--- src/rtl/mem_pkg.sv ---
// mem_pkg: shared LSU size encodings, FSM states and default address width
package mem_pkg;
  localparam int DEF_ADDR_W = 8;
  localparam logic [1:0] SZ_BYTE = 2'b00;
  localparam logic [1:0] SZ_HALF = 2'b01;
  localparam logic [1:0] SZ_WORD = 2'b10;
  typedef enum logic [2:0] {IDLE, LD, ST_RD, ST_WR, RSP} state_e;
endpackage

--- src/rtl/mem_lsu_align.sv ---
// mem_lsu_align: little-endian lane extract/extend for loads and lane merge for stores
module mem_lsu_align import mem_pkg::*; (
  input  logic [31:0] rdata_i,
  input  logic [31:0] old_i,
  input  logic [31:0] new_i,
  input  logic [1:0]  off_i,
  input  logic [1:0]  size_i,
  input  logic        uns_i,
  output logic [31:0] ld_o,
  output logic [31:0] wr_o
);
  logic [4:0]  sh;
  logic [15:0] lane;
  logic [31:0] mask;
  always_comb begin
    sh   = size_i == SZ_HALF ? {off_i[1], 4'b0} : {off_i, 3'b0};
    lane = 16'(rdata_i >> sh);
    ld_o = size_i == SZ_BYTE ? {{24{~uns_i & lane[7]}}, lane[7:0]} :
           size_i == SZ_HALF ? {{16{~uns_i & lane[15]}}, lane} : rdata_i;
    mask = size_i == SZ_BYTE ? 32'h0000_00FF << sh :
           size_i == SZ_HALF ? 32'h0000_FFFF << sh : 32'hFFFF_FFFF;
    wr_o = (old_i & ~mask) | ((new_i << sh) & mask);
  end
endmodule

--- src/rtl/mem_lsu.sv ---
// mem_lsu: load/store unit with RMW sub-word stores in front of a single-port word RAM
module mem_lsu import mem_pkg::*; #(
  parameter int ADDR_W = DEF_ADDR_W
) (
  input  logic              clk,
  input  logic              rst_n,
  input  logic              req_valid,
  output logic              req_ready,
  input  logic              req_we,
  input  logic [ADDR_W+1:0] req_addr,
  input  logic [1:0]        req_size,
  input  logic              req_unsigned,
  input  logic [31:0]       req_wdata,
  output logic              rsp_valid,
  output logic [31:0]       rsp_rdata,
  output logic              rsp_err,
  output logic [ADDR_W-1:0] ram_addr,
  output logic              ram_we,
  output logic [31:0]       ram_wdata,
  input  logic [31:0]       ram_rdata
);
  state_e            state_q, state_d;
  logic [ADDR_W+1:0] addr_q;
  logic [1:0]        size_q;
  logic              uns_q;
  logic [31:0]       wdata_q, merge_q, rdata_q;
  logic              err_q;
  logic              err;
  logic [31:0]       ld_val, wr_val;
  assign err = req_size == 2'b11 || (req_size == SZ_HALF && req_addr[0]) ||
               (req_size == SZ_WORD && req_addr[1:0] != 2'b00);
  assign state_d = err ? RSP : !req_we ? LD : req_size == SZ_WORD ? ST_WR : ST_RD;
  assign req_ready = state_q == IDLE;
  assign rsp_valid = state_q == RSP;
  assign ram_we    = state_q == ST_WR;
  assign ram_addr  = addr_q[ADDR_W+1:2];
  assign ram_wdata = ram_we ? wr_val : '0;
  assign rsp_rdata = rdata_q;
  assign rsp_err   = err_q;
  mem_lsu_align u_align (
    .rdata_i (ram_rdata),
    .old_i   (merge_q),
    .new_i   (wdata_q),
    .off_i   (addr_q[1:0]),
    .size_i  (size_q),
    .uns_i   (uns_q),
    .ld_o    (ld_val),
    .wr_o    (wr_val)
  );
  always_ff @(posedge clk or negedge rst_n) begin
    if (!rst_n) begin
      state_q <= IDLE;
      addr_q  <= '0;
      size_q  <= '0;
      uns_q   <= 1'b0;
      wdata_q <= '0;
      merge_q <= '0;
      rdata_q <= '0;
      err_q   <= 1'b0;
    end else begin
      case (state_q)
        IDLE: if (req_valid) begin
          addr_q  <= req_addr;
          size_q  <= req_size;
          uns_q   <= req_unsigned;
          wdata_q <= req_wdata;
          err_q   <= err;
          if (err || req_we) rdata_q <= '0;
          state_q <= state_d;
        end
        LD: begin
          rdata_q <= ld_val;
          state_q <= RSP;
        end
        ST_RD: begin
          merge_q <= ram_rdata;
          state_q <= ST_WR;
        end
        ST_WR:   state_q <= RSP;
        default: state_q <= IDLE;
      endcase
    end
  end
endmodule

--- config.mk ---
export PLATFORM = sky130hd
export DESIGN_NAME = mem_lsu
export DESIGN_NICKNAME = d
export VERILOG_FILES = /design/src/rtl/mem_pkg.sv /design/src/rtl/mem_lsu_align.sv /design/src/rtl/mem_lsu.sv
export SDC_FILE = /design/constraint.sdc
export NUM_CORES = 1
export LEC_CHECK = 0
export ABC_AREA = 1
export CORE_MARGIN = 3
export CORE_UTILIZATION = 45
export DETAILED_ROUTE_END_ITERATION = 10
export DONT_BUFFER_PORTS = 1
export HOLD_SLACK_MARGIN = 0.05
export SYNTH_ARGS = -nofsm -noshare
export SYNTH_HDL_FRONTEND = slang
export SYNTH_SLANG_ARGS = --single-unit
export TNS_END_PERCENT = 50
--- constraint.sdc ---
create_clock -name clk -period 2.15 [get_ports clk]
set_input_delay 0.43 -clock clk [delete_from_list [all_inputs] [get_ports clk]]
set_output_delay 0.43 -clock clk [all_outputs]
set_load 0.05 [all_outputs]
* Word-level counts from Yosys, hierarchy flattened *
Index checks and enable logic that the tools add are counted.

storage, ports and cells
  flip-flop bits (word level) = 113
  bits of input ports = 81
  output and inout port bits = 76

cells by class
  equality and inequality tests = 10
  shift-type cells = 4
  muxes and demuxes = 14
  bitwise gates (word level) = 7
  reductions and logical operators = 12

operators with widths
  kind                     number
  $mux W32                 7
  $and A32 B32 Y32         2
  $pmux W32 S2             1
  $not A32 Y32             1
  $or A32 B32 Y32          1
  $shl A16 B5 Y32 const A  1
  $shl A32 B5 Y32          1
  $shl A8 B5 Y32 const A   1
  $shr A32 B5 Y16          1
  $pmux W3 S3              1
  $eq A3 B2 Y1 const B     2
  $mux W3                  2
  $eq A2 B1 Y1 const B     2
  $eq A2 B2 Y1 const B     2
  $mux W4                  1
  $reduce_bool A2 Y1       2
  $eq A3 B1 Y1 const B     1
  $eq A3 B3 Y1 const B     1
  $logic_not A3 Y1         1
  $logic_or A1 B1 Y1       3
  $reduce_and A3 Y1        1
  $and A1 B1 Y1            2
  $logic_and A1 B1 Y1      2
  $logic_not A2 Y1         1
  other kinds (7)          7

* Logic depth before layout (Yosys ltp) *
Gate-level depths: netlist of the first run.

  depth after elaboration = 9
  gate-level depth with buffers = 12
  depth with buffers taken out = 10

* Modules after synthesis *
Synthesis of the first run repeated with hierarchy kept, for this count alone.

second synthesis, totals
  cell total of the unflattened synthesis = 917
  area total of the unflattened synthesis = 6623.9 sq um

modules (own cells, without submodules)
  module         times used  cells an instance  area each (sq um)  sequential area each (sq um)
  mem_lsu        1           507                4782.1             2827.7
  mem_lsu_align  1           410                1841.8             0.0

* Worst setup path after synthesis of the first run *
No wires, ideal clock.

  kind = register to output
  start point = register state_q[2]
  end point = output ram_wdata[19]
  arrival time = 1.969 ns
  data required time = 1.720 ns
  slack = -0.249 ns
  cell stages (with the launch flop) = 7
  path buffers = 1
  path through = dfrtp_1 > inv_1 > nand2_1 > nor2_4 > buf_2 > o21ai_0 > a21oi_1

on the way
  word-level cells in the longest chain between the ends = 2

RTL lines
  what                    RTL line       RTL
  start, declared         mem_lsu.sv:22  state_e state_q, state_d;
  start signal, assigned  mem_lsu.sv:69  state_q <= state_d;
  $eq A3 B2 Y1            mem_lsu.sv:35  assign ram_we = state_q == ST_WR;
  named net ram_we        mem_lsu.sv:18  output logic ram_we,
  $mux W32                mem_lsu.sv:37  assign ram_wdata = ram_we ? wr_val : '0;
  end, declared           mem_lsu.sv:19  output logic [31:0] ram_wdata,

The timed path passes the listed nets, and every way through them passes these cells.

* Worst setup path in the final report of the first run *
  start point = register size_q[0]
  end point = output ram_wdata[26]

on the way
  word-level cells in the longest chain between the ends = 9
  elaborated cells between the ends (all ways) = 13
  those cells by class = eq/ne (1); shift (3); mux (4); bitwise (4); reduce/logical (1)

RTL lines
  what                    RTL line                                  RTL
  start, declared         mem_lsu.sv:24                             logic [1:0] size_q;
  start signal, assigned  mem_lsu.sv:64                             size_q <= req_size;
  $eq A2 B1 Y1            mem_lsu_align.sv:16, mem_lsu_align.sv:21
  $mux W4                 mem_lsu_align.sv:16                       sh = size_i == SZ_HALF ? {off_i[1], 4'b0} : {off_i, 3'b0};
  $shl A16 B5 Y32         mem_lsu_align.sv:21                       size_i == SZ_HALF ? 32'h0000_FFFF << sh : 32'hFFFF_FFFF;
  $mux W32                mem_lsu_align.sv:21
  $mux W32                mem_lsu_align.sv:20                       mask = size_i == SZ_BYTE ? 32'h0000_00FF << sh :
  $not A32 Y32            mem_lsu_align.sv:22                       wr_o = (old_i & ~mask) | ((new_i << sh) & mask);
  $and A32 B32 Y32        mem_lsu_align.sv:22
  $or A32 B32 Y32 (*)     mem_lsu_align.sv:22
  $mux W32 (*)            mem_lsu.sv:37

Mark *: on every way between the ends. The rest lies on a longest branch, timed or not.

==> run_results.csv, run 1 <==
group,metric,value,unit
logic_synthesis,synth_nets,918,
detailed_routing,first_pass_iters,5,
detailed_routing,drt-initial-drc-count,483,
pwr,p_clk_frac,0.191,
pwr,ir_worst_vdd,1.19,mV
clocking,clk_pin_slew,0.06,ns
logic_synthesis,ys_types,34,
pwr,internal_power,7080,uW
global_route,grt_pass1_wl,31.3,mm
logic_synthesis,ys_ff_latch,113,
floorplanning,rows,42,
timing,relSlewSlack,0.466,
detailed_routing,ant_nets,0,
pwr,seqPwrFrac,0.334,
finish,antenna_cells,0,
timing,fmax,421,MHz
placement,placedCellCount,1019,
clocking,h-tree-depth,4,
logic_synthesis,yosysWarnings,0,
finish,nNetsFinal,969,
floorplanning,start_util,0.465,
detailed_routing,vias_per_cell,5.50,
pwr,total_leakage_power,0.00388,uW
clocking,root_buffer,"clkbuf_16",
clocking,cts_tree,"yes",
clocking,clock-sinks,113,
logic_synthesis,synth_area,6230,um^2
timing,finalHoldViolCount,113,
logic_synthesis,synth_area_per_cell,7.44,um^2
pwr,p_comb_frac,0.475,
critical_path,endpoint_kind,"output pin",
timing,fin_crit_sh,1.10,
floorplanning,num_io_pins,157,
timing,worst_slew_pin_slew,0.799,ns
logic_synthesis,synthCells,837,
min_path,min_path_type,"primary input to asynchronous set/reset pin",
finish,final_common_cell,"nand2_1",
clocking,numCtsBuffers,17,
clocking,cts_buffer_depth,2,
critical_path,crit_type,"register to output pin",
placement,place_congestion,0.891,
floorplanning,dieHeight,124,um
timing,fin_ws,-0.223,ns
placement,postPlaceCellArea,6690,um^2
detailed_routing,vias,5899,
global_route,overflow,0,
finish,layout_common_cells,"nand2_1, dfrtp_1, o21ai_0, inv_1, nand3_1",
timing,setup_viol,32,
critical_path,cp-start-kind,"register",
detailed_routing,wl,20.6,mm
clocking,clk_latency,0.42,ns
detailed_routing,wire_per_inst,19.2,um
floorplanning,core_area,13400,um^2
timing,rsz0062_at_grt,"yes",
detailed_routing,drcViolationCount,0,
finish,syn_to_final_growth,25.5,%
timing,fin_skew,0.00896,ns
floorplanning,dieArea,15300,um^2
logic_synthesis,seq_area_frac_synth,0.454,
global_route,grt_max_degree,114,
placement,numPortBuffers,0,
floorplanning,fp.dieW,124,um
global_route,track_usage,0.274,
run,drv_cap,0,
timing,whs,-0.297,ns
finish,drive_above_1_share,0.234,
outcome,violations,"hold timing, setup timing",
pwr,switching_share,0.498,
pwr,power.switching,7040,uW
timing,finalCriticalPeriod,2.37,ns
critical_path,path_max_fanout,17,
placement,dp.final_hpwl,14.7,mm
critical_path,worstPathRequired,1.72,ns
outcome,status,"finished, violations left",
finish,fin_area,7810,um^2
finish,stdcell_count,1073,
critical_path,crit_arrival,1.94,ns
pwr,p_per_area,1810,nW/um^2
timing,drv_slew,0,
global_route,grt_antenna_before_repair,0,
global_route,grt_pass1_vias,5671,
## worst paths after layout
| path | startpoint | endpoint | slack (ns) | cells after the start |
|---|---|---|---|---|
| min in group clk | req_addr[4] | addr_q[4]$_DFFE_PN0P_ | 0.13 | 2 |
| hold reg to reg | merge_q[8]$_DFFE_PN0P_ | merge_q[8]$_DFFE_PN0P_ | 0.48 | 2 |
| setup reg to reg | size_q[0]$_DFFE_PN0P_ | rsp_rdata[13]$_DFFE_PN0P_ | 0.28 | 9 |
| setup / recovery | size_q[0]$_DFFE_PN0P_ | ram_wdata[26] | -0.22 | 7 |
| hold / removal | rst_n | wdata_q[21]$_DFFE_PN0P_ | -0.30 | 0 |
| max in group asynchronous | rst_n | addr_q[1]$_DFFE_PN0P_ | 2.23 | 0 |
## power by group through the flow
stage          Sequential, uW  Combinational [uW]  Clock [uW]
2_1_floorplan            4120                4880           0
3_3_place_gp             4680                5610           0
5_1_grt                  4800                7440        2850
4_1_cts                  4700                6550        2740
3_5_place_dp             4690                5670           0
6_report                 4710                6710        2700
## cell usage after synthesis (all sizes together)
library cell	number	area, um^2
inv	69	262
dfrtp	113	2830
nor2	25	134
o21ai	95	483
clkinv	1	3.75
or2	3	18.8
nand3	41	215
a21oi	48	278
buf	40	312
o21a	3	22.5
nand2	355	1400
o22ai	6	37.5
clkbuf	11	41.3
nand4	15	93.8
nor3	2	21.3
o211ai	10	75.1
## sequential cells by signal, indices dropped and copies added, names as in the netlist
name       cells
addr_q        10
merge_q       32
rsp_err        1
rsp_rdata     32
size_q         2
state_q        3
uns_q          1
wdata_q       32
## cells by family after synthesis
kind of cell	share of synthesized area
buffers and inverters	0.0993
DFF	0.454
AOI/OAI and AO/OA	0.144
and+or+nand+nor	0.303
## through the flow
| step | setup WS [ns] | util | setup TNS, ns | hold slack [ns] | power [uW] |
|---|---|---|---|---|---|
| floorplan | -0.182 | - | -3.09 | 0.134 | 8990 |
| global placement | 0.0518 | 0.499 | 0 | 0.137 | 10300 |
| detailed placement | -0.00625 | 0.499 | -0.00625 | 0.138 | 10400 |
| CTS | -0.234 | 0.578 | -4.67 | -0.310 | 14000 |
| global route | -0.304 | 0.583 | -6.87 | -0.316 | 15100 |
| finish | -0.223 | 0.583 | -4.38 | -0.297 | 14100 |
## timing repair
item	in CTS	in global routing
endpoints found under the hold margin	113	113
resized for setup	93	17
pin swaps	27	17
gates cloned	4	0
setup buffers	20	2
setup endpoints to repair	32	33
## metal layers
| layer | vias to the layer above | GRT usage | part of all wire |
|---|---|---|---|
| li1 | 2783 | - | - |
| met1 | 2796 | 0.380 | 0.43 |
| met2 | 275 | 0.421 | 0.46 |
| met3 | 45 | 0.0713 | 0.081 |
| met4 | 0 | 0.0865 | 0.025 |
| met5 | - | 0 | 0 |
## layout make-up
class | count | area (um^2)
Sequential cell | 113 | 2830
Clock inverter | 6 | 85.1
Clock buffer | 22 | 464
Fill cell | 1258 | 5590
Tap cell | 176 | 220
Inverter | 70 | 282
Timing Repair Buffer | 80 | 862
Multi-Input combinational cell | 606 | 3070
## worst max-delay path, cell delays in order, from the launching register on
cell	delay (ns)
dfrtp_2	0.48
nand2_8	0.14
nand2_4	0.15
o21ai_2	0.18
or2_0	0.12
nand2_1	0.08
a21oi_2	0.21
buf_12	0.16
No activity file was read; power rests on OpenSTA's default activity.
==> inputs of run 2 (changes only) <==
--- a/config.mk
+++ b/config.mk
@@ -13,5 +13,6 @@
 export HOLD_SLACK_MARGIN = 0.05
 export SYNTH_ARGS = -nofsm -noshare
 export SYNTH_HDL_FRONTEND = slang
+export SYNTH_HIERARCHICAL = 1
 export SYNTH_SLANG_ARGS = --single-unit
 export TNS_END_PERCENT = 50
==> constraint.sdc (replaced) <==
create_clock -name clk -period 3 [get_ports clk]
set_input_delay 0.6 -clock clk [delete_from_list [all_inputs] [get_ports clk]]
set_output_delay 0.6 -clock clk [all_outputs]
set_load 0.05 [all_outputs]
==> run_results.csv, run 2 <==
group,metric,value,unit
logic_synthesis,synth_area_per_cell,7.22,um^2
global_route,overflow,0,
timing,worst_slew_pin_slew,0.947,ns
detailed_routing,first_pass_iters,6,
critical_path,endpoint_kind,"output pin",
placement,dp.final_hpwl,13.0,mm
floorplanning,fp.dieW,127,um
min_path,min_path_type,"primary input to asynchronous set/reset pin",
clocking,root_buffer,"clkbuf_16",
clocking,cts_buffer_depth,2,
critical_path,worstPathRequired,2.40,ns
pwr,total_leakage_power,0.00401,uW
clocking,cts_tree,"yes",
timing,finalHoldViolCount,113,
timing,fin_crit_sh,0.950,
floorplanning,core_area,14100,um^2
detailed_routing,vias_per_cell,5.20,
placement,place_congestion,0.935,
logic_synthesis,synth_top_cell_area_share,0.427,
floorplanning,start_util,0.468,
finish,fin_area,7380,um^2
logic_synthesis,synthCells,917,
global_route,grt_antenna_before_repair,0,
floorplanning,dieArea,16200,um^2
finish,nNetsFinal,1003,
timing,finalCriticalPeriod,2.85,ns
logic_synthesis,yosysWarnings,6,
timing,rsz0062_at_grt,"yes",
placement,numPortBuffers,0,
detailed_routing,drcViolationCount,0,
floorplanning,num_io_pins,157,
timing,relSlewSlack,0.368,
global_route,grt_pass1_vias,5507,
timing,drv_slew,0,
logic_synthesis,synth_area,6620,um^2
timing,setup_viol,0,
clocking,numCtsBuffers,17,
logic_synthesis,synthTopCellsByArea,"dfrtp_1, nand2_1, nand3_1",
outcome,violations,"hold timing",
floorplanning,dieHeight,127,um
logic_synthesis,ys_ff_latch,113,
pwr,p_per_area,1340,nW/um^2
clocking,clk_pin_slew,0.06,ns
placement,postPlaceCellArea,6730,um^2
pwr,total_power,9870,uW
timing,fin_skew,0.00651,ns
clocking,clk_latency,0.42,ns
finish,layout_common_cells,"nand2_1, nand3_1, dfrtp_1, inv_1, nor2_1",
global_route,grt_max_degree,114,
detailed_routing,vias,5792,
timing,fmax,351,MHz
clocking,clock-sinks,113,
finish,antenna_cells,0,
global_route,grt_pass1_wl,29.2,mm
timing,whs,-0.119,ns
logic_synthesis,synth_common_cells,"nand2_1, nand3_1, dfrtp_1",
logic_synthesis,synth-edff-count,0,
critical_path,path_max_fanout,16,
critical_path,cp-start-kind,"register",
finish,syn_to_final_growth,11.4,%
floorplanning,rows,43,
logic_synthesis,ys_types,31,
critical_path,crit_arrival,2.25,ns
detailed_routing,wl,18.4,mm
clocking,h-tree-depth,4,
detailed_routing,drt-initial-drc-count,422,
global_route,track_usage,0.230,
logic_synthesis,yosysTopAreaCell,"dfrtp_1",
critical_path,crit_type,"register to output pin",
detailed_routing,wire_per_inst,16.5,um
logic_synthesis,seq_area_frac_synth,0.427,
run,drv_cap,0,
finish,final_common_cell,"nand2_1",
logic_synthesis,synth.most_common_cell,"nand2_1",
logic_synthesis,synth_nets,998,
logic_synthesis,synthArstFlopShare,1.00,
outcome,status,"finished, violations left",
finish,drive_above_1_share,0.136,
detailed_routing,ant_nets,0,
logic_synthesis,synthFlopType,"dfrtp_1",
pwr,ir_worst_vdd,0.568,mV
## run 2: cell count changes after synthesis, sizes merged, moves of 9 or more
cell | previous run | this run
a21oi | 48 | 4
buf | 40 | 53
inv | 69 | 78
mux2 | 0 | 32
nand2 | 355 | 390
nand3 | 41 | 119
nand4 | 15 | 4
nor2 | 25 | 70
o211ai | 10 | 0
o21ai | 95 | 45
## run 2: where the power goes
group | total, uW | switching, uW | internal [uW]
Clock | 2080 | 713 | 1360
Combinational | 4030 | 2650 | 1380
Sequential | 3760 | 1510 | 2260
Total | 9870 | 4870 | 5000
## run 2: kinds of logic (layout without fill, tap and decap cells)
logic type / Yosys count / count (layout) / synth area share
AO/OA/AOI/OAI: 50 / 50 / 0.0385
buffers and inverters: 136 / 152 / 0.109
flip-flops: 113 / 113 / 0.427
multiplexers: 32 / 32 / 0.0544
AND/OR/NAND/NOR: 586 / 587 / 0.372
## run 2: path summary, 6_finish.rpt
| check | endpoint | cells after the start | start | slack, ns |
|---|---|---|---|---|
| min | rsp_rdata[26]$_DFFE_PN0P_ | 0 | rst_n | -0.12 |
| max reg2reg | rsp_rdata[30]$_DFFE_PN0P_ | 9 | addr_q[1]$_DFFE_PN0P_ | 0.95 |
| min reg2reg | wdata_q[3]$_DFFE_PN0P_ | 2 | wdata_q[3]$_DFFE_PN0P_ | 0.47 |
| min in group clk | wdata_q[19]$_DFFE_PN0P_ | 2 | req_wdata[19] | 0.30 |
| max in group asynchronous | addr_q[9]$_DFFE_PN0P_ | 0 | rst_n | 2.95 |
| max | ram_wdata[23] | 9 | addr_q[0]$_DFFE_PN0P_ | 0.15 |
## run 2: per-layer routing
metal | vias up | global-route usage | wire [um]
met1 | 2677 | 0.314 | 8160
met5 | - | 0 | 0
met3 | 27 | 0.0585 | 1350
met2 | 209 | 0.355 | 8460
li1 | 2879 | - | -
met4 | 0 | 0.0833 | 406
## run 2: worst max-delay path, stage by stage (launching register included)
cell and delay [ns]:
dfrtp_1 0.55, inv_1 0.10, o21ai_0 0.32, nand2_4 0.20, o21ai_0 0.13, nor2_1 0.06
nor2_1 0.11, inv_1 0.05, nor2_1 0.10, buf_4 0.21
## run 2: area by class of cell
| cell class | instances | area (um^2) |
|---|---|---|
| clock buffer | 22 | 474 |
| inverter | 78 | 297 |
| clock inverter | 9 | 131 |
| timing repair buffer | 43 | 323 |
| fill | 1460 | 6770 |
| sequential | 113 | 2830 |
| tap | 180 | 225 |
| multi-input combinational | 669 | 3100 |
## run 2: repair_timing
item	4_1_cts	5_1_grt
gates resized for setup	0	5
setup endpoints to repair	0	28
hold endpoints to repair	113	113
buffers inserted	0	3
## run 2: stage by stage
step	instances	setup slack, ns	TNS [ns]	utilization
5_1_grt	1114	-0.0298	-0.0891	0.522
2_1_floorplan	917	0.168	0	-
4_1_cts	1110	0.00104	0	0.518
6_report	1114	0.151	0	0.522
3_3_place_gp	1079	0.472	0	0.476
3_5_place_dp	1079	0.457	0	0.476
==> inputs of run 3 (changes only) <==
--- a/config.mk
+++ b/config.mk
@@ -10,6 +10,7 @@
 export CORE_UTILIZATION = 45
 export DETAILED_ROUTE_END_ITERATION = 10
 export DONT_BUFFER_PORTS = 1
+export GPL_TIMING_DRIVEN = 0
 export HOLD_SLACK_MARGIN = 0.05
 export SYNTH_ARGS = -nofsm -noshare
 export SYNTH_HDL_FRONTEND = slang
==> run_results.csv, run 3 (same netlist as run 2, synthesis figures left out) <==
group,metric,value,unit
finish,layout_common_cells,"nand2_1, nand3_1, dfrtp_1, inv_1, nor2_4",
detailed_routing,wire_per_inst,17.3,um
timing,rsz0062_at_grt,"yes",
timing,fin_skew,0.00424,ns
critical_path,path_max_fanout,10,
floorplanning,rows,43,
critical_path,reg2reg_slack,1.27,ns
placement,numPortBuffers,0,
min_path,min_path_type,"primary input to asynchronous set/reset pin",
clocking,h-tree-depth,4,
floorplanning,num_io_pins,157,
critical_path,worstPathRequired,2.40,ns
timing,fmax,343,MHz
pwr,p_per_area,1390,nW/um^2
timing,worst_slew_pin_slew,1.43,ns
detailed_routing,vias_per_cell,5.16,
critical_path,crit_arrival,2.31,ns
global_route,overflow,0,
critical_path,worst_r2r_path_depth,10,
critical_path,cp-start-kind,"register",
critical_path,timing.rr.end,"rsp_rdata[8]$_DFFE_PN0P_",
clocking,root_buffer,"clkbuf_16",
global_route,grt_pass1_wl,30.7,mm
timing,finalCriticalPeriod,2.91,ns
finish,fin_util,0.550,
finish,stdcell_count,1130,
finish,nNetsFinal,1018,
floorplanning,dieArea,16200,um^2
detailed_routing,first_pass_iters,6,
critical_path,r2r-start,"addr_q[1]$_DFFE_PN0P_",
global_route,grt_max_degree,114,
timing,setup_viol,0,
clocking,clk_latency,0.42,ns
global_route,grt_pass1_vias,5665,
critical_path,endpoint_kind,"output pin",
detailed_routing,wl,19.5,mm
detailed_routing,drt-initial-drc-count,456,
clocking,cts_buffer_depth,2,
floorplanning,fp.dieW,127,um
placement,place_congestion,0.890,
timing,finalHoldViolCount,113,
placement,placedCellCount,1097,
finish,final_common_cell,"nand2_1",
finish,syn_to_final_growth,17.5,%
global_route,grt_antenna_before_repair,0,
critical_path,crit_type,"register to output pin",
finish,drive_above_1_share,0.180,
clocking,cts_tree,"yes",
detailed_routing,ant_nets,0,
timing,fin_crit_sh,0.971,
clocking,clk_pin_slew,0.05,ns
timing,relSlewSlack,0.0397,
outcome,status,"finished, violations left",
outcome,violations,"hold timing",
pwr,ir_worst_vdd,0.548,mV
finish,antenna_cells,0,
floorplanning,dieHeight,127,um
global_route,track_usage,0.245,
floorplanning,core_area,14100,um^2
clocking,clock-sinks,113,
pwr,total_leakage_power,0.00407,uW
detailed_routing,vias,5835,
timing,drv_slew,0,
floorplanning,start_util,0.468,
detailed_routing,drcViolationCount,0,
placement,dp.final_hpwl,14.5,mm
timing,whs,-0.118,ns
run,drv_cap,0,
clocking,numCtsBuffers,17,
## run 3: changes by cell type in the layout (fill, tap and decap cells not counted), moves of 3 or more
cell | before | now
nor2_1 | 66 | 34
clkbuf_2 | 0 | 3
o21ai_0 | 29 | 26
buf_6 | 0 | 17
buf_2 | 0 | 18
nor2_4 | 3 | 35
o21ai_1 | 16 | 19
buf_4 | 43 | 15
## run 3: cell type report
type / instances / area, um^2
Buffer: 58 / 438
Clock buffer: 19 / 453
Clock inverter: 13 / 208
Fill cell: 1402 / 6370
Inverter: 78 / 298
Multi-Input combinational cell: 668 / 3330
Sequential cell: 113 / 2830
Tap cell: 180 / 225
Timing Repair Buffer: 1 / 7.51
## run 3: critical path, cell delays in order, from the launching register on
cell and delay, ns:
dfrtp_1 0.36, buf_6 0.17, inv_4 0.07, nand2_8 0.10, nand2_8 0.08, nand2_1 0.23, buf_2 0.25, nand3_1 0.10
o21ai_0 0.12, inv_1 0.12, nor2_4 0.30
## run 3: worst max path at each step
| stage | from | to | slack, ns | depth (start not counted) |
|---|---|---|---|---|
| floorplan | state_q[1]$_DFFE_PN0P_ | ram_wdata[11] | 0.17 | 5 |
| global placement | state_q[1]$_DFFE_PN0P_ | ram_wdata[15] | -0.15 | 5 |
| detailed placement | state_q[1]$_DFFE_PN0P_ | ram_wdata[19] | -0.16 | 5 |
| CTS | size_q[1]$_DFFE_PN0P_ | ram_wdata[31] | -0.06 | 12 |
| global route | addr_q[0]$_DFFE_PN0P_ | ram_wdata[21] | -0.06 | 10 |
| finish | size_q[1]$_DFFE_PN0P_ | ram_wdata[7] | 0.09 | 10 |
## run 3: timing repair
item | CTS | global route
endpoints found under the hold margin | 113 | 113
gates cloned | 0 | 0
setup buffers | 0 | 1
pin swaps | 1 | 11
gates resized for setup | 53 | 25
endpoints found under the setup margin | 32 | 31
## run 3: through the flow
stage / setup slack (ns) / area (um^2) / TNS [ns] / power [uW]
2_1_floorplan: 0.168 / 6620 / 0 / 7100
3_3_place_gp: -0.145 / 6850 / -3.15 / 8180
3_5_place_dp: -0.160 / 6850 / -3.44 / 8230
4_1_cts: -0.0638 / 7700 / -0.104 / 10800
5_1_grt: -0.0615 / 7780 / -0.129 / 11700
6_report: 0.0868 / 7780 / 0 / 10800
## run 3: layer usage
| metal | part of all wire | vias up | global-route usage |
|---|---|---|---|
| li1 | - | 2921 | - |
| met1 | 0.43 | 2666 | 0.323 |
| met2 | 0.47 | 219 | 0.390 |
| met3 | 0.076 | 29 | 0.0619 |
| met4 | 0.020 | 0 | 0.0915 |
| met5 | 0 | - | 0 |
## run 3: report_power, final
group / leakage, uW / internal, uW / total (uW) / switching, uW
sequential: 0.00141 / 2250 / 3420 / 1180
combinational: 0.00235 / 1730 / 5170 / 3450
clock: 0.000312 / 1520 / 2250 / 735
total: 0.00407 / 5490 / 10800 / 5360
